## src/rtl/instruction_fetch_unit_pkg.sv

```systemverilog
// Shared processor definitions: FSM encodings, next-PC source codes, increment constant.
// Latency: n/a (types and constants only).
// Backpressure: n/a.
package instruction_fetch_unit_pkg;

    typedef logic [31:0] word_t;

    // Fetch FSM state encodings (2-bit, legacy-compatible constants)
    localparam logic [1:0] ST_IDLE = 2'b00;
    localparam logic [1:0] ST_REQ  = 2'b01;
    localparam logic [1:0] ST_WAIT = 2'b10;
    localparam logic [1:0] ST_DONE = 2'b11;

    // Next-PC source select codes
    localparam logic [1:0] PC_SEL_ADDER = 2'b00;
    localparam logic [1:0] PC_SEL_RA    = 2'b01;
    localparam logic [1:0] PC_SEL_RESET = 2'b10;
    localparam logic [1:0] PC_SEL_HOLD  = 2'b11;

    // Sequential instruction stride in bytes
    localparam word_t PC_INC = 32'd4;

    // Force a byte address onto a word boundary
    function automatic word_t align_word(input word_t addr);
        return {addr[31:2], 2'b00};
    endfunction

endpackage

```

## src/rtl/instruction_fetch_unit_if.sv

```systemverilog
// Instruction memory read port: strobe/address out, data/ready back.
// Latency: combinational wires only.
// Backpressure: memory stalls the fetcher by holding mem_ready low.
interface instruction_fetch_unit_if;
    import instruction_fetch_unit_pkg::*;

    logic  mem_read;
    word_t mem_addr;
    word_t mem_rdata;
    logic  mem_ready;

    modport master (
        output mem_read,
        output mem_addr,
        input  mem_rdata,
        input  mem_ready
    );

    modport slave (
        input  mem_read,
        input  mem_addr,
        output mem_rdata,
        output mem_ready
    );

endinterface

```

## src/rtl/instruction_fetch_unit_pc_next_logic.sv

```systemverilog
// Next-PC computation: adder (+4 or +imm), source mux, word alignment, return address.
// Latency: purely combinational, zero cycles.
// Backpressure: none; the caller decides when to load the result.
module pc_next_logic
    import instruction_fetch_unit_pkg::*;
#(
    parameter word_t RESET_VECTOR = 32'h0000_0000
) (
    input  word_t      pc_i,
    input  word_t      ra_i,
    input  word_t      imm_i,
    input  logic [1:0] pc_sel_i,
    input  logic       inc_sel_i,
    output word_t      pc_next_o,
    output word_t      pc_plus4_o,
    output logic       pc_load_o
);

    word_t adder_sum;

    // Adder wraps modulo 2^32; no carry is reported
    assign adder_sum  = pc_i + (inc_sel_i ? imm_i : PC_INC);
    assign pc_plus4_o = pc_i + PC_INC;
    assign pc_load_o  = (pc_sel_i != PC_SEL_HOLD);

    // Select next PC; computed targets are word aligned, the reset vector is taken verbatim
    always_comb begin
        pc_next_o = pc_i;
        case (pc_sel_i)
            PC_SEL_ADDER: pc_next_o = align_word(adder_sum);
            PC_SEL_RA:    pc_next_o = align_word(ra_i);
            PC_SEL_RESET: pc_next_o = RESET_VECTOR;
            default:      pc_next_o = pc_i;
        endcase
    end

endmodule

```

## src/rtl/instruction_fetch_unit.sv

```systemverilog
// Instruction fetch: PC register, fetch FSM (IDLE/REQ/WAIT/DONE), IR with timeout-to-NOP.
// Latency: FetchDone in the third cycle counting the IR_Enable accept cycle; +1 per stalled WAIT cycle.
// Backpressure: mem_ready low stalls in WAIT up to TIMEOUT cycles; IR_Enable while busy is dropped.
module instruction_fetch_unit
    import instruction_fetch_unit_pkg::*;
#(
    parameter word_t RESET_VECTOR = 32'h0000_0000,
    parameter word_t NOP_WORD     = 32'h0000_0000,
    parameter int    TIMEOUT      = 8
) (
    input  logic                            clk_i,
    input  logic                            rst_i,
    input  logic                            pc_enable_i,
    input  logic [1:0]                      pc_select_i,
    input  logic                            inc_select_i,
    input  logic                            ir_enable_i,
    input  word_t                           immediate_i,
    input  word_t                           ra_i,
    instruction_fetch_unit_if.master        mem_if,
    output word_t                           instruction_o,
    output word_t                           pc_o,
    output word_t                           pc_temp_o,
    output logic                            fetch_done_o,
    output logic                            fetch_error_o
);

    localparam int CNT_W = $clog2(TIMEOUT + 1);

    logic [1:0]       state_q,       state_d;
    word_t            mem_addr_q,    mem_addr_d;
    word_t            ir_q,          ir_d;
    logic [CNT_W-1:0] wait_cnt_q,    wait_cnt_d;
    logic             fetch_error_q, fetch_error_d;
    word_t            pc_q,          pc_d;
    word_t            pc_temp_q,     pc_temp_d;

    word_t pc_next;
    word_t pc_plus4;
    logic  pc_load;

    pc_next_logic #(
        .RESET_VECTOR (RESET_VECTOR)
    ) u_pc_next (
        .pc_i       (pc_q),
        .ra_i       (ra_i),
        .imm_i      (immediate_i),
        .pc_sel_i   (pc_select_i),
        .inc_sel_i  (inc_select_i),
        .pc_next_o  (pc_next),
        .pc_plus4_o (pc_plus4),
        .pc_load_o  (pc_load)
    );

    // Fetch FSM next state; the address is latched only on accept so PC moves cannot disturb it
    always_comb begin
        state_d       = state_q;
        mem_addr_d    = mem_addr_q;
        ir_d          = ir_q;
        wait_cnt_d    = wait_cnt_q;
        fetch_error_d = fetch_error_q;
        case (state_q)
            ST_IDLE: begin
                if (ir_enable_i) begin
                    mem_addr_d    = align_word(pc_q);
                    fetch_error_d = 1'b0;
                    state_d       = ST_REQ;
                end
            end
            ST_REQ: begin
                wait_cnt_d = '0;
                if (mem_if.mem_ready) begin
                    ir_d    = mem_if.mem_rdata;
                    state_d = ST_DONE;
                end else begin
                    state_d = ST_WAIT;
                end
            end
            ST_WAIT: begin
                if (mem_if.mem_ready) begin
                    ir_d    = mem_if.mem_rdata;
                    state_d = ST_DONE;
                end else if (wait_cnt_q == CNT_W'(TIMEOUT - 1)) begin
                    // Abandon the fetch: hand the pipeline a harmless instruction and flag it
                    ir_d          = NOP_WORD;
                    fetch_error_d = 1'b1;
                    state_d       = ST_DONE;
                end else begin
                    wait_cnt_d = wait_cnt_q + CNT_W'(1);
                end
            end
            default: begin
                state_d = ST_IDLE;
            end
        endcase
    end

    // PC and return-address next state, independent of the fetch FSM
    always_comb begin
        pc_d      = pc_q;
        pc_temp_d = pc_temp_q;
        if (pc_enable_i && pc_load) begin
            pc_d      = pc_next;
            pc_temp_d = pc_plus4;
        end
    end

    // State registers with synchronous reset that discards any in-flight fetch
    always_ff @(posedge clk_i) begin
        if (rst_i) begin
            state_q       <= ST_IDLE;
            mem_addr_q    <= '0;
            ir_q          <= NOP_WORD;
            wait_cnt_q    <= '0;
            fetch_error_q <= 1'b0;
            pc_q          <= RESET_VECTOR;
            pc_temp_q     <= '0;
        end else begin
            state_q       <= state_d;
            mem_addr_q    <= mem_addr_d;
            ir_q          <= ir_d;
            wait_cnt_q    <= wait_cnt_d;
            fetch_error_q <= fetch_error_d;
            pc_q          <= pc_d;
            pc_temp_q     <= pc_temp_d;
        end
    end

    // Status outputs are forced low while reset is held, even before the reset edge lands
    assign mem_if.mem_read = !rst_i && ((state_q == ST_REQ) || (state_q == ST_WAIT));
    assign mem_if.mem_addr = mem_addr_q;
    assign fetch_done_o    = !rst_i && (state_q == ST_DONE);
    assign fetch_error_o   = !rst_i && fetch_error_q;
    assign instruction_o   = ir_q;
    assign pc_o            = pc_q;
    assign pc_temp_o       = pc_temp_q;

endmodule
```

## src/flat_wrapper.sv

```systemverilog
// flat-port wrapper written by rule: the top's interface ports become plain ports
module instruction_fetch_unit_flat import instruction_fetch_unit_pkg::*;
#(
    parameter word_t RESET_VECTOR = 32'h0000_0000,
    parameter word_t NOP_WORD     = 32'h0000_0000,
    parameter int    TIMEOUT      = 8
)
  (clk_i, rst_i, pc_enable_i, pc_select_i, inc_select_i, ir_enable_i, immediate_i, ra_i, instruction_o, pc_o, pc_temp_o, fetch_done_o, fetch_error_o, mem_if_mem_read, mem_if_mem_addr, mem_if_mem_rdata, mem_if_mem_ready);
  instruction_fetch_unit_if mem_if_i ();
  input  logic clk_i;
  input  logic rst_i;
  input  logic pc_enable_i;
  input  logic [1:0] pc_select_i;
  input  logic inc_select_i;
  input  logic ir_enable_i;
  input  word_t immediate_i;
  input  word_t ra_i;
  output word_t instruction_o;
  output word_t pc_o;
  output word_t pc_temp_o;
  output logic fetch_done_o;
  output logic fetch_error_o;
  output wire logic [$bits(mem_if_i.mem_read)-1:0] mem_if_mem_read;
  output wire logic [$bits(mem_if_i.mem_addr)-1:0] mem_if_mem_addr;
  input wire logic [$bits(mem_if_i.mem_rdata)-1:0] mem_if_mem_rdata;
  input wire logic [$bits(mem_if_i.mem_ready)-1:0] mem_if_mem_ready;
  assign mem_if_mem_read = mem_if_i.mem_read;
  assign mem_if_mem_addr = mem_if_i.mem_addr;
  assign mem_if_i.mem_rdata = mem_if_mem_rdata;
  assign mem_if_i.mem_ready = mem_if_mem_ready;
  instruction_fetch_unit #(.RESET_VECTOR(RESET_VECTOR), .NOP_WORD(NOP_WORD), .TIMEOUT(TIMEOUT)) u_core (.clk_i(clk_i), .rst_i(rst_i), .pc_enable_i(pc_enable_i), .pc_select_i(pc_select_i), .inc_select_i(inc_select_i), .ir_enable_i(ir_enable_i), .immediate_i(immediate_i), .ra_i(ra_i), .mem_if(mem_if_i), .instruction_o(instruction_o), .pc_o(pc_o), .pc_temp_o(pc_temp_o), .fetch_done_o(fetch_done_o), .fetch_error_o(fetch_error_o));
endmodule
```

## config.mk

```make
export PLATFORM = sky130hd
export DESIGN_NAME = instruction_fetch_unit_flat
export DESIGN_NICKNAME = d
export VERILOG_FILES = /design/src/rtl/instruction_fetch_unit_pkg.sv /design/src/rtl/instruction_fetch_unit_if.sv /design/src/rtl/instruction_fetch_unit_pc_next_logic.sv /design/src/rtl/instruction_fetch_unit.sv /design/src/flat_wrapper.sv
export SDC_FILE = /design/constraint.sdc
export NUM_CORES = 1
export LEC_CHECK = 0
export CORE_MARGIN = 4
export CORE_UTILIZATION = 45
export DETAILED_ROUTE_END_ITERATION = 6
export DONT_BUFFER_PORTS = 1
export GPL_ROUTABILITY_DRIVEN = 1
export PLACE_DENSITY = 0.68
export SETUP_SLACK_MARGIN = 0.1
export SYNTH_ARGS = -nofsm -noshare
export SYNTH_HDL_FRONTEND = slang
export SYNTH_HIERARCHICAL = 1
export SYNTH_SLANG_ARGS = --single-unit
```

## constraint.sdc

```tcl
create_clock -name clk_i -period 8.5 [get_ports clk_i]
set_input_delay 2.125 -clock clk_i [delete_from_list [all_inputs] [get_ports clk_i]]
set_output_delay 2.125 -clock clk_i [all_outputs]
set_load 0.005 [all_outputs]
```

==> results.py <==
metrics = {
    "outcome": {
        "status": "complete, no violations",
    },
    "global_routing": {
        "grt_usage": 0.216,
        "grt_max_degree": 140,
        "grt_pass1_wl_mm": 34.7,
        "grt_overflow": 0,
        "antenna_found_initial": 0,
        "grt_pass1_vias": 6423,
    },
    "clock_tree": {
        "numCtsBuffers": 17,
        "cts.path.max_buffers": 2,
        "cts_tree": "built",
        "path_clk_slew_ns": 0.06,
        "clk_latency_ns": 0.42,
        "cts.sinks": 133,
        "cts_resized": 0,
        "holdBufCountCts": 0,
        "postCtsSetupRepairBufs": 0,
        "htree_levels": 4,
        "ctsRootBufferMaster": "clkbuf_16",
    },
    "place": {
        "gp_congestion": 0.965,
        "io_buffers": 0,
        "dp_hpwl_mm": 15.5,
    },
    "yosys": {
        "seq_area_frac_synth": 0.345,
        "async_flop_share": 0,
        "synth_area_um2": 7710,
        "synthFlopType": "dfxtp_1",
        "synth_top_area_share": 0.345,
        "ys_top_cells_by_count": "nand2_1 (224), a21oi_1 (175), dfxtp_1 (133)",
        "yosys_warnings": 6,
        "synth_edf_count": 0,
        "synth-compound-area-share": 0.226,
        "synth_top_family_by_area": "simple AND/OR/NAND/NOR gates",
        "syn_inst": 1030,
        "synth.ff_latch_count": 133,
        "synthMuxAreaShare": 0.0164,
        "ys_types": 59,
        "syn_area_per_cell_um2": 7.49,
        "yosysTopAreaCell": "dfxtp_1",
        "yosys.cell_count.top_type": "nand2_1",
        "yosys.area_share.simple": 0.237,
        "synth-xor-area-share": 0.0659,
        "synth_area_leaders": "dfxtp_1 (35%), a21oi_1 (11%), nand2_1 (11%)",
        "synth_fa_ha_area_frac": 0.0600,
    },
    "power_and_ir_drop": {
        "switching_share": 0.302,
        "power_switching_mw": 0.575,
        "power_density_nw_per_um2": 229,
        "power_mw": 1.91,
        "clkPwrFrac": 0.411,
        "internal_power_mw": 1.33,
        "p_seq_frac": 0.398,
        "p_comb_frac": 0.191,
        "leakage_nw": 2.99,
        "ir_worst_vdd_mv": 0.112,
    },
    "timing": {
        "fin_tns_setup_ns": 0,
        "setup_viol_count_final": 0,
        "drv_slew": 0,
        "slew_headroom": 0.162,
        "clock.fmax_ghz": 0.217,
        "min_period_over_period": 0.543,
        "hold_viol_final": 0,
        "tightestPinTransition_ns": 1.26,
        "fin_crit_ns": 4.61,
        "grt_setup_unrepaired": "false",
        "finalClockSkew_ns": 0.0187,
    },
    "route": {
        "firstDrtPassIters": 5,
        "routed_via_density": 5.66,
        "drc": 0,
        "via_count": 6849,
        "drt-total-wl_mm": 21.9,
        "postRouteAntennaNets": 0,
        "wl_per_cell_um": 18.1,
        "first_iter_violations": 416,
    },
    "floorplanning": {
        "core_area_um2": 16700,
        "placementRows": 47,
        "start_util": 0.462,
        "die_h_um": 139,
        "die_width_um": 139,
        "dieArea_um2": 19300,
        "ios": 235,
    },
    "cells_and_area": {
        "area_delta_synth_final_pct": 7.76,
        "nets": 1119,
        "n_fill_cell": 1715,
        "num_antenna_cells": 0,
        "layout-drive-gt1-share": 0.0535,
    },
    "worst_setup_path": {
        "critPathBufInv": 0,
        "cp_slowest_cell": "a211oi_1",
        "worstPathRequired_ns": 8.85,
        "worst_setup_path_end_kind": "register",
        "start_kind": "input pin",
        "cp_cell_sequence": "and2_1 -> ha_1 -> a41oi_2 -> a221oi_2 -> a211oi_1 -> nor4_2 -> o21a_1 -> a21oi_1 -> o21ai_1 -> xnor2_1 -> o21ai_1 -> nand2_1 -> a21oi_1",
        "crit_arrival_ns": 4.96,
        "worst-r2r-cell-count": 12,
        "worst-path-stages": 13,
        "path_delay_family": "compound AO/OA/AOI/OAI gates",
        "crit_fanout": 4,
        "crit_type": "in2reg",
        "slowest_delay_ns": 0.66,
    },
    "hold_path": {
        "min_path_type": "reg2reg",
        "hold_depth": 2,
    },
    "run": {
        "maxCapViolations": 0,
    },
}
## cells by family after synthesis
family	count (synthesis)
buf+inv	86
compound gates	299
xor+xnor	58
mux	11
flops	133
other cells	1
simple gates	405
fa+ha+maj	37
## power groups by stage
stage | registers, mW | clock network (mW) | logic [mW]
after global placement | 0.769 | 0 | 0.358
after global routing | 0.769 | 0.831 | 0.412
after floorplan | 0.748 | 0 | 0.328
after CTS | 0.758 | 0.798 | 0.363
final | 0.758 | 0.783 | 0.365
after detailed placement | 0.772 | 0 | 0.363
## flip-flops by register name, indices dropped and copies added (netlist names)
signal and flops:
u_core/instruction_o 32, u_core/pc_o 32, u_core/pc_temp_o 32, u_core/mem_if.mem_addr 30, u_core/wait_cnt_q 4, u_core/state_q 2, u_core/fetch_error_q 1
## path summary, 6_finish.rpt
check                             start                          to  slack, ns
max reg2reg              u_core/pc_o[1]             u_core/pc_o[31]       5.22
min reg2reg  u_core/mem_if.mem_addr[13]  u_core/mem_if.mem_addr[13]       0.48
max                      immediate_i[1]             u_core/pc_o[31]       3.89
min          u_core/mem_if.mem_addr[13]  u_core/mem_if.mem_addr[13]       0.48
## area by class of cell
cell class,count,area [um^2],area share
well taps,220,275,0.0331
clock buffers,20,457,0.0550
clock inverters,12,175,0.0211
repair buffers,2,15.0,0.00181
flip-flops and latches,133,2660,0.320
multi-input cells,812,4680,0.563
inverters,12,45.0,0.00542
## worst min-delay path, stage by stage, from the launching register on
cell     delay, ns
dfxtp_1       0.32
nand2_1       0.06
a21oi_1       0.05
## metal layers
metal	GRT usage	vias to the layer above	wire (um)
li1	-	3462	-
met1	0.283	3127	9840
met4	0.0757	0	440
met5	0	-	0
met2	0.335	236	9750
met3	0.0728	24	1910
## metrics by stage
stage | util | hold WS [ns] | setup WS [ns] | cells | instance area, um^2
floorplan | - | 0.453 | 3.82 | 1031 | 7710
global placement | 0.460 | 0.461 | 3.59 | 1179 | 7680
detailed placement | 0.460 | 0.466 | 3.58 | 1179 | 7680
CTS | 0.498 | 0.473 | 3.99 | 1211 | 8310
global route | 0.498 | 0.489 | 3.75 | 1211 | 8310
finish | 0.498 | 0.477 | 3.89 | 1211 | 8310
## layout by cell type (no fill, tap or decap), types with 3 or more instances in the layout
cell type / count
a21oi_1: 175
nand3_1: 57
clkinv_2: 3
and2_1: 33
o21ai_1: 7
nand4_1: 13
and3_1: 10
nor3_1: 4
nor2b_1: 11
bufinv_16: 4
ha_1: 37
o21ai_0: 34
dfxtp_1: 133
a21o_1: 12
nor2_1: 38
a22oi_1: 36
clkbuf_16: 17
o21a_1: 5
nand2_1: 223
a211oi_1: 7
mux2i_1: 4
inv_1: 11
xor2_1: 23
xnor2_1: 35
clkinvlp_4: 3
mux2_2: 4
(Power assumes the default switching activity.)
